===== config.mk =====
export PLATFORM = sky130hd
export DESIGN_NAME = master_seq_ctrl
export DESIGN_NICKNAME = d
export VERILOG_FILES = /design/src/rtl/master_seq_ctrl.sv
export SDC_FILE = /design/constraint.sdc
export NUM_CORES = 1
export LEC_CHECK = 0
export ABC_AREA = 1
export CELL_PAD_IN_SITES_DETAIL_PLACEMENT = 1
export CELL_PAD_IN_SITES_GLOBAL_PLACEMENT = 1
export CORE_MARGIN = 5
export CORE_UTILIZATION = 34
export DETAILED_ROUTE_END_ITERATION = 10
export PLACE_DENSITY_LB_ADDON = 0.1
export SKIP_LAST_GASP = 1
export SLEW_MARGIN = 10
export SYNTH_ARGS = -nofsm -noshare
export SYNTH_HDL_FRONTEND = slang
export SYNTH_SLANG_ARGS = --single-unit

===== constraint.sdc =====
create_clock -name clk -period 1.55 [get_ports clk]
set_input_delay 0.31 -clock clk [delete_from_list [all_inputs] [get_ports clk]]
set_output_delay 0.31 -clock clk [all_outputs]
set_load 0.05 [all_outputs]

===== src/rtl/master_seq_ctrl.sv =====
// Bus master for the CIM array: streams per-CIM parameters, epoch samples and inference start.
// Optional per-CIM parameter checksum op is enabled by defining MASTER_PARAM_CHECKSUM_EN.
module master_seq_ctrl #(
  parameter int NUM_CIMS       = 64,
  parameter int BUS_OP_WIDTH   = 4,
  parameter int BUS_DATA_WIDTH = 16,
  parameter int PARAMS_PER_CIM = 512,
  parameter int SIGNAL_LEN     = 3000,
  parameter int MEM_ADDR_WIDTH = 16,
  parameter int READY_TIMEOUT  = 4096
) (
  input  logic                        clk,
  input  logic                        rst_n,
  input  logic                        start_param_load,
  input  logic                        new_sleep_epoch,
  input  logic                        all_cims_ready,
  output logic                        mem_rd_en,
  output logic [MEM_ADDR_WIDTH-1:0]   mem_addr,
  input  logic                        mem_rd_valid,
  input  logic [BUS_DATA_WIDTH-1:0]   mem_rd_data,
  input  logic                        adc_sample_valid,
  input  logic [BUS_DATA_WIDTH-1:0]   adc_sample,
  output logic                        bus_drive,
  output logic [BUS_OP_WIDTH-1:0]     bus_op,
  output logic [BUS_DATA_WIDTH-1:0]   bus_data,
  output logic [$clog2(NUM_CIMS)-1:0] bus_target,
  output logic                        busy,
  output logic                        error,
  output logic                        epoch_overrun
);

  localparam int TGT_W  = $clog2(NUM_CIMS);
  localparam int WORD_W = $clog2(PARAMS_PER_CIM + 1);
  localparam int SAMP_W = $clog2(SIGNAL_LEN + 1);
  localparam int TMO_W  = $clog2(READY_TIMEOUT + 1);

  localparam logic [BUS_OP_WIDTH-1:0] OP_NOP         = BUS_OP_WIDTH'(0);
  localparam logic [BUS_OP_WIDTH-1:0] OP_PARAM_START = BUS_OP_WIDTH'(1);
  localparam logic [BUS_OP_WIDTH-1:0] OP_PARAM_WORD  = BUS_OP_WIDTH'(2);
  localparam logic [BUS_OP_WIDTH-1:0] OP_SIG_START   = BUS_OP_WIDTH'(3);
  localparam logic [BUS_OP_WIDTH-1:0] OP_SIG_WORD    = BUS_OP_WIDTH'(4);
  localparam logic [BUS_OP_WIDTH-1:0] OP_INFER_START = BUS_OP_WIDTH'(5);
`ifdef MASTER_PARAM_CHECKSUM_EN
  localparam logic [BUS_OP_WIDTH-1:0] OP_PARAM_CHECK = BUS_OP_WIDTH'(6);
`endif

  localparam logic [WORD_W-1:0] LAST_WORD = WORD_W'(PARAMS_PER_CIM - 1);
  localparam logic [TGT_W-1:0]  LAST_CIM  = TGT_W'(NUM_CIMS - 1);
  localparam logic [SAMP_W-1:0] LAST_SAMP = SAMP_W'(SIGNAL_LEN - 1);
  localparam logic [TMO_W-1:0]  LAST_TMO  = TMO_W'(READY_TIMEOUT - 1);

  typedef enum logic [3:0] {
    IDLE, P_START, P_REQ, P_WAIT, P_CHECK, P_NEXT, S_START, S_STREAM, RDY_WAIT
  } state_t;

  state_t                     state, state_n;
  logic [WORD_W-1:0]          word_idx, word_n;
  logic [TGT_W-1:0]           cim_idx, cim_n;
  logic [SAMP_W-1:0]          samp_cnt, samp_n;
  logic [TMO_W-1:0]           tmo_cnt, tmo_n;
  logic                       infer_flag, infer_n;
  logic                       err_n, ovr_n, rd_n;
  logic [MEM_ADDR_WIDTH-1:0]  addr_n;
  logic                       drv_n;
  logic [BUS_OP_WIDTH-1:0]    op_n;
  logic [BUS_DATA_WIDTH-1:0]  dat_n;
  logic [TGT_W-1:0]           tgt_n;

`ifdef MASTER_PARAM_CHECKSUM_EN
  logic [BUS_DATA_WIDTH-1:0]  csum;

  always_ff @(posedge clk or negedge rst_n) begin
    if (!rst_n) begin
      csum <= '0;
    end else if (state == P_START) begin
      csum <= '0;
    end else if (state == P_WAIT && mem_rd_valid) begin
      csum <= csum + mem_rd_data;
    end
  end
`endif

  always_comb begin
    state_n = state;
    word_n  = word_idx;
    cim_n   = cim_idx;
    samp_n  = samp_cnt;
    tmo_n   = '0;
    infer_n = infer_flag;
    err_n   = error;
    ovr_n   = 1'b0;
    rd_n    = 1'b0;
    addr_n  = '0;
    drv_n   = 1'b0;
    op_n    = OP_NOP;
    dat_n   = '0;
    tgt_n   = '0;

    // Epoch requests that cannot be honoured are reported, never queued.
    if (state != IDLE) ovr_n = new_sleep_epoch;

    case (state)
      IDLE: begin
        if (start_param_load) begin
          state_n = P_START;
          cim_n   = '0;
          word_n  = '0;
          ovr_n   = new_sleep_epoch;
        end else if (new_sleep_epoch) begin
          state_n = S_START;
          samp_n  = '0;
        end
      end
      P_START: begin
        drv_n   = 1'b1;
        op_n    = OP_PARAM_START;
        tgt_n   = cim_idx;
        state_n = P_REQ;
      end
      P_REQ: begin
        rd_n    = 1'b1;
        addr_n  = MEM_ADDR_WIDTH'(32'(cim_idx) * 32'(PARAMS_PER_CIM) + 32'(word_idx));
        state_n = P_WAIT;
      end
      P_WAIT: begin
        if (mem_rd_valid) begin
          drv_n  = 1'b1;
          op_n   = OP_PARAM_WORD;
          dat_n  = mem_rd_data;
          tgt_n  = cim_idx;
          word_n = word_idx + WORD_W'(1);
          if (word_idx == LAST_WORD) begin
`ifdef MASTER_PARAM_CHECKSUM_EN
            state_n = P_CHECK;
`else
            state_n = P_NEXT;
`endif
          end else begin
            state_n = P_REQ;
          end
        end
      end
`ifdef MASTER_PARAM_CHECKSUM_EN
      P_CHECK: begin
        drv_n   = 1'b1;
        op_n    = OP_PARAM_CHECK;
        dat_n   = csum;
        tgt_n   = cim_idx;
        state_n = P_NEXT;
      end
`endif
      P_NEXT: begin
        if (cim_idx == LAST_CIM) begin
          state_n = RDY_WAIT;
        end else begin
          cim_n   = cim_idx + TGT_W'(1);
          word_n  = '0;
          state_n = P_START;
        end
      end
      S_START: begin
        drv_n   = 1'b1;
        op_n    = OP_SIG_START;
        dat_n   = BUS_DATA_WIDTH'(SIGNAL_LEN);
        state_n = S_STREAM;
      end
      S_STREAM: begin
        if (adc_sample_valid) begin
          drv_n  = 1'b1;
          op_n   = OP_SIG_WORD;
          dat_n  = adc_sample;
          samp_n = samp_cnt + SAMP_W'(1);
          if (samp_cnt == LAST_SAMP) begin
            state_n = RDY_WAIT;
            infer_n = 1'b1;
          end
        end
      end
      RDY_WAIT: begin
        if (all_cims_ready) begin
          if (infer_flag) begin
            drv_n = 1'b1;
            op_n  = OP_INFER_START;
          end
          infer_n = 1'b0;
          state_n = IDLE;
        end else if (tmo_cnt == LAST_TMO) begin
          err_n   = 1'b1;
          infer_n = 1'b0;
          state_n = IDLE;
        end else begin
          tmo_n = tmo_cnt + TMO_W'(1);
        end
      end
      default: state_n = IDLE;
    endcase
  end

  always_ff @(posedge clk or negedge rst_n) begin
    if (!rst_n) begin
      state         <= IDLE;
      word_idx      <= '0;
      cim_idx       <= '0;
      samp_cnt      <= '0;
      tmo_cnt       <= '0;
      infer_flag    <= 1'b0;
      error         <= 1'b0;
      epoch_overrun <= 1'b0;
      mem_rd_en     <= 1'b0;
      mem_addr      <= '0;
      bus_drive     <= 1'b0;
      bus_op        <= '0;
      bus_data      <= '0;
      bus_target    <= '0;
    end else begin
      state         <= state_n;
      word_idx      <= word_n;
      cim_idx       <= cim_n;
      samp_cnt      <= samp_n;
      tmo_cnt       <= tmo_n;
      infer_flag    <= infer_n;
      error         <= err_n;
      epoch_overrun <= ovr_n;
      mem_rd_en     <= rd_n;
      mem_addr      <= addr_n;
      bus_drive     <= drv_n;
      bus_op        <= op_n;
      bus_data      <= dat_n;
      bus_target    <= tgt_n;
    end
  end

  assign busy = (state != IDLE);

endmodule


==> reports/results.ini <==
[status]
status=finished with violations
violations=setup timing

[floorplan]
ioPinCount=86
fp.dieW_um=122
dieArea_sq_mm=0.0150
fp-row-count=41
initial_utilization=0.343
coreArea_sq_mm=0.0125
die_y_um=122

[final_layout]
seqCellArea_sq_mm=0.00228
n_antenna_cell=0
multi_input_area_sq_mm=0.00195
fillers=1473
areaGrowthSynthToFinish_pct=52.7
drive_gt1_frac=0.272
final_cell_mix=nand2_1 (133), dfrtp_1 (87), buf_4 (65)
layout.nets=707
final_area_sq_mm=0.00655
final_common_cell=nand2_1
final_cells=837

[sta]
slew_viol_final=0
rsz0062_at_grt=yes
setup_violations=1
post-route-period-util=1.03
hold_viol_final=0
finClkSkew_ps=4.83
setup_tns_ps=-51.1
clock.fmax_ghz=0.625
setup_ws_ps=-51.1
fin_crit_ps=1600

[critical_path]
crit_chain=nor2_4 -> buf_6 -> nand2_4 -> buf_8
cp_slowest_stage_delay_ps=450
worstSetupPathType=register to output port
startpoint_type=register
rr_startpoint=state[3]
worst-path-max-fanout=4
cp_data_arrival_time_ps=1290
crit_start=state[3]
worstPathRequired_ps=1240
reg2reg_to=samp_cnt[3]
worstSetupEndpointType=output port
r2r_cells=10
regToRegSetupSlack_ps=30
crit_slowest_cell=dfrtp_2

[clock_network]
cts.path.max_buffers=2
cts_tree=done
clock_latency_ps=340
htreeDepth=3
path_clk_slew_ps=60
cts.sinks=91
clockRootBuffer=clkbuf_16
cts_made_buffers=9

[route]
vias=4059
vias_per_cell=4.85
wl_um=13400
drc_errors=0
ant_nets=0
drt_iter0_markers=133
dr.pass1.iters=4
wl_per_cell_um=16.0

[power_and_ir_drop]
p_leak_nw=3.08
power_w=0.00885
clockPowerShare=0.247
p_seq_frac=0.324
netSwitchingPower_w=0.00338
peakVddDrop_v=0.000562
p_per_area_mw_per_mm2=1350
internal-power_w=0.00546
sw_frac_of_total=0.383
combPwrFrac=0.428

[synth]
synthArstFlopShare=1.00
syn_inst=517
synth_edf_count=0
syn_area_sq_mm=0.00429
ys_ff_latch=91
ys.flop_type=dfrtp_1
synthesis.nets=562
yosysWarnings=0
synth.distinct_cells=33
avgSynthCellArea_sq_um=8.30
ys_seq_area_frac=0.531

[placement]
dp.cells=808
io_buffer_count=84
place.gp.congestion=0.820
place_hpwl_um=9580
dpl-instance-area_sq_mm=0.00589

[grt]
antenna_found_initial=0
grt-ovfl-total=0
grt_use_total=0.182
grt_max_degree=33
grt_pass1_vias=4342
grt_pass1_wl_um=21600

[worst_hold_path]
hold_class=input port to asynchronous set/reset pin

[job]
maxCapViolations=0

final cells by class:
type / count / share of cell area
clock buffer: 12 / 0.0376
clock inverter: 2 / 0.00573
inverter: 53 / 0.0319
multi-input combinational: 365 / 0.297
sequential: 91 / 0.348
tap: 172 / 0.0328
timing repair buffer: 142 / 0.247
synthesized netlist by cell type (2+ instances only):
library cell	instances	area (sq um)
a21oi_1	14	70.1
a22o_1	10	87.6
buf_2	4	20.0
buf_4	3	22.5
clkbuf_1	2	7.51
dfrtp_1	91	2280
ha_1	6	75.1
inv_1	46	173
inv_2	6	22.5
nand2_1	142	533
nand2_2	4	25.0
nand3_1	43	215
nand3b_1	5	37.5
nand4_1	8	50.1
nor2_1	69	259
nor2_2	5	31.3
nor2_4	3	33.8
nor3_1	4	20.0
o21ai_0	9	45.0
o21ai_1	19	95.1
o21bai_1	3	22.5
or2_2	2	12.5
xor2_1	9	78.8
power groups by stage:
stage          logic [W]  registers, W  clock network [W]
6_report         0.00379       0.00287            0.00219
3_3_place_gp     0.00325       0.00287                  0
2_1_floorplan    0.00123       0.00346                  0
4_1_cts          0.00347       0.00285            0.00223
3_5_place_dp     0.00332       0.00289                  0
5_1_grt          0.00410       0.00290            0.00235
per-layer routing:
metal,up-vias,GRT usage,share of wire,routed length (um)
met5,-,0,0,0
met3,31,0.0410,0.037,499
met2,79,0.329,0.53,7070
met4,0,0.0602,0.021,284
met1,2004,0.214,0.41,5500
li1,1945,-,-,-
cell families after synthesis:
family / Yosys count / synth area share
AND/OR/NAND/NOR: 287 / 0.288
flip-flops: 91 / 0.531
buffers and inverters: 62 / 0.0586
AO/OA/AOI/OAI: 60 / 0.0837
XOR/XNOR: 10 / 0.0204
adder cells (fa/ha/maj): 6 / 0.0175
other: 1 / 0.000874
critical path, delay by kind of cell (launching register included):
kind	cells	cell delay (ps)
flops	1	450
buf+inv	2	260
simple gates	2	230
stage by stage:
stage / setup WS, ps / util / hold slack (ps)
after floorplan: 56.8 / - / 14.4
after global placement: -99.0 / 0.471 / 253
after detailed placement: -189 / 0.471 / 248
after CTS: -60.3 / 0.501 / 430
after global routing: -98.5 / 0.523 / 460
final: -51.1 / 0.523 / 422
how the worst max path moves through the flow:
stage,endpoint,slack (ps)
floorplan,word_idx[2],60
global placement,cim_idx[0],-100
detailed placement,cim_idx[4],-190
CTS,tmo_cnt[5],-60
global route,busy,-100
finish,busy,-50
repair_timing:
item / 4_1_cts / 5_1_grt
cloned: 0 / 4
buffers inserted: 5 / 5
endpoints found under the hold margin: 24 / 0
hold buffers: 1 / 0
pin swaps: 6 / 12
gates resized for setup: 13 / 48
endpoints found under the setup margin: 20 / 58
sequential cells by signal (all words and copies together), names as in the netlist:
name / count
bus_data: 16
bus_drive: 1
bus_op: 3
bus_target: 6
cim_idx: 6
epoch_overrun: 1
error: 1
infer_flag: 1
mem_addr: 16
mem_rd_en: 1
samp_cnt: 12
state: 4
tmo_cnt: 13
word_idx: 10
(Power assumes the default switching activity.)
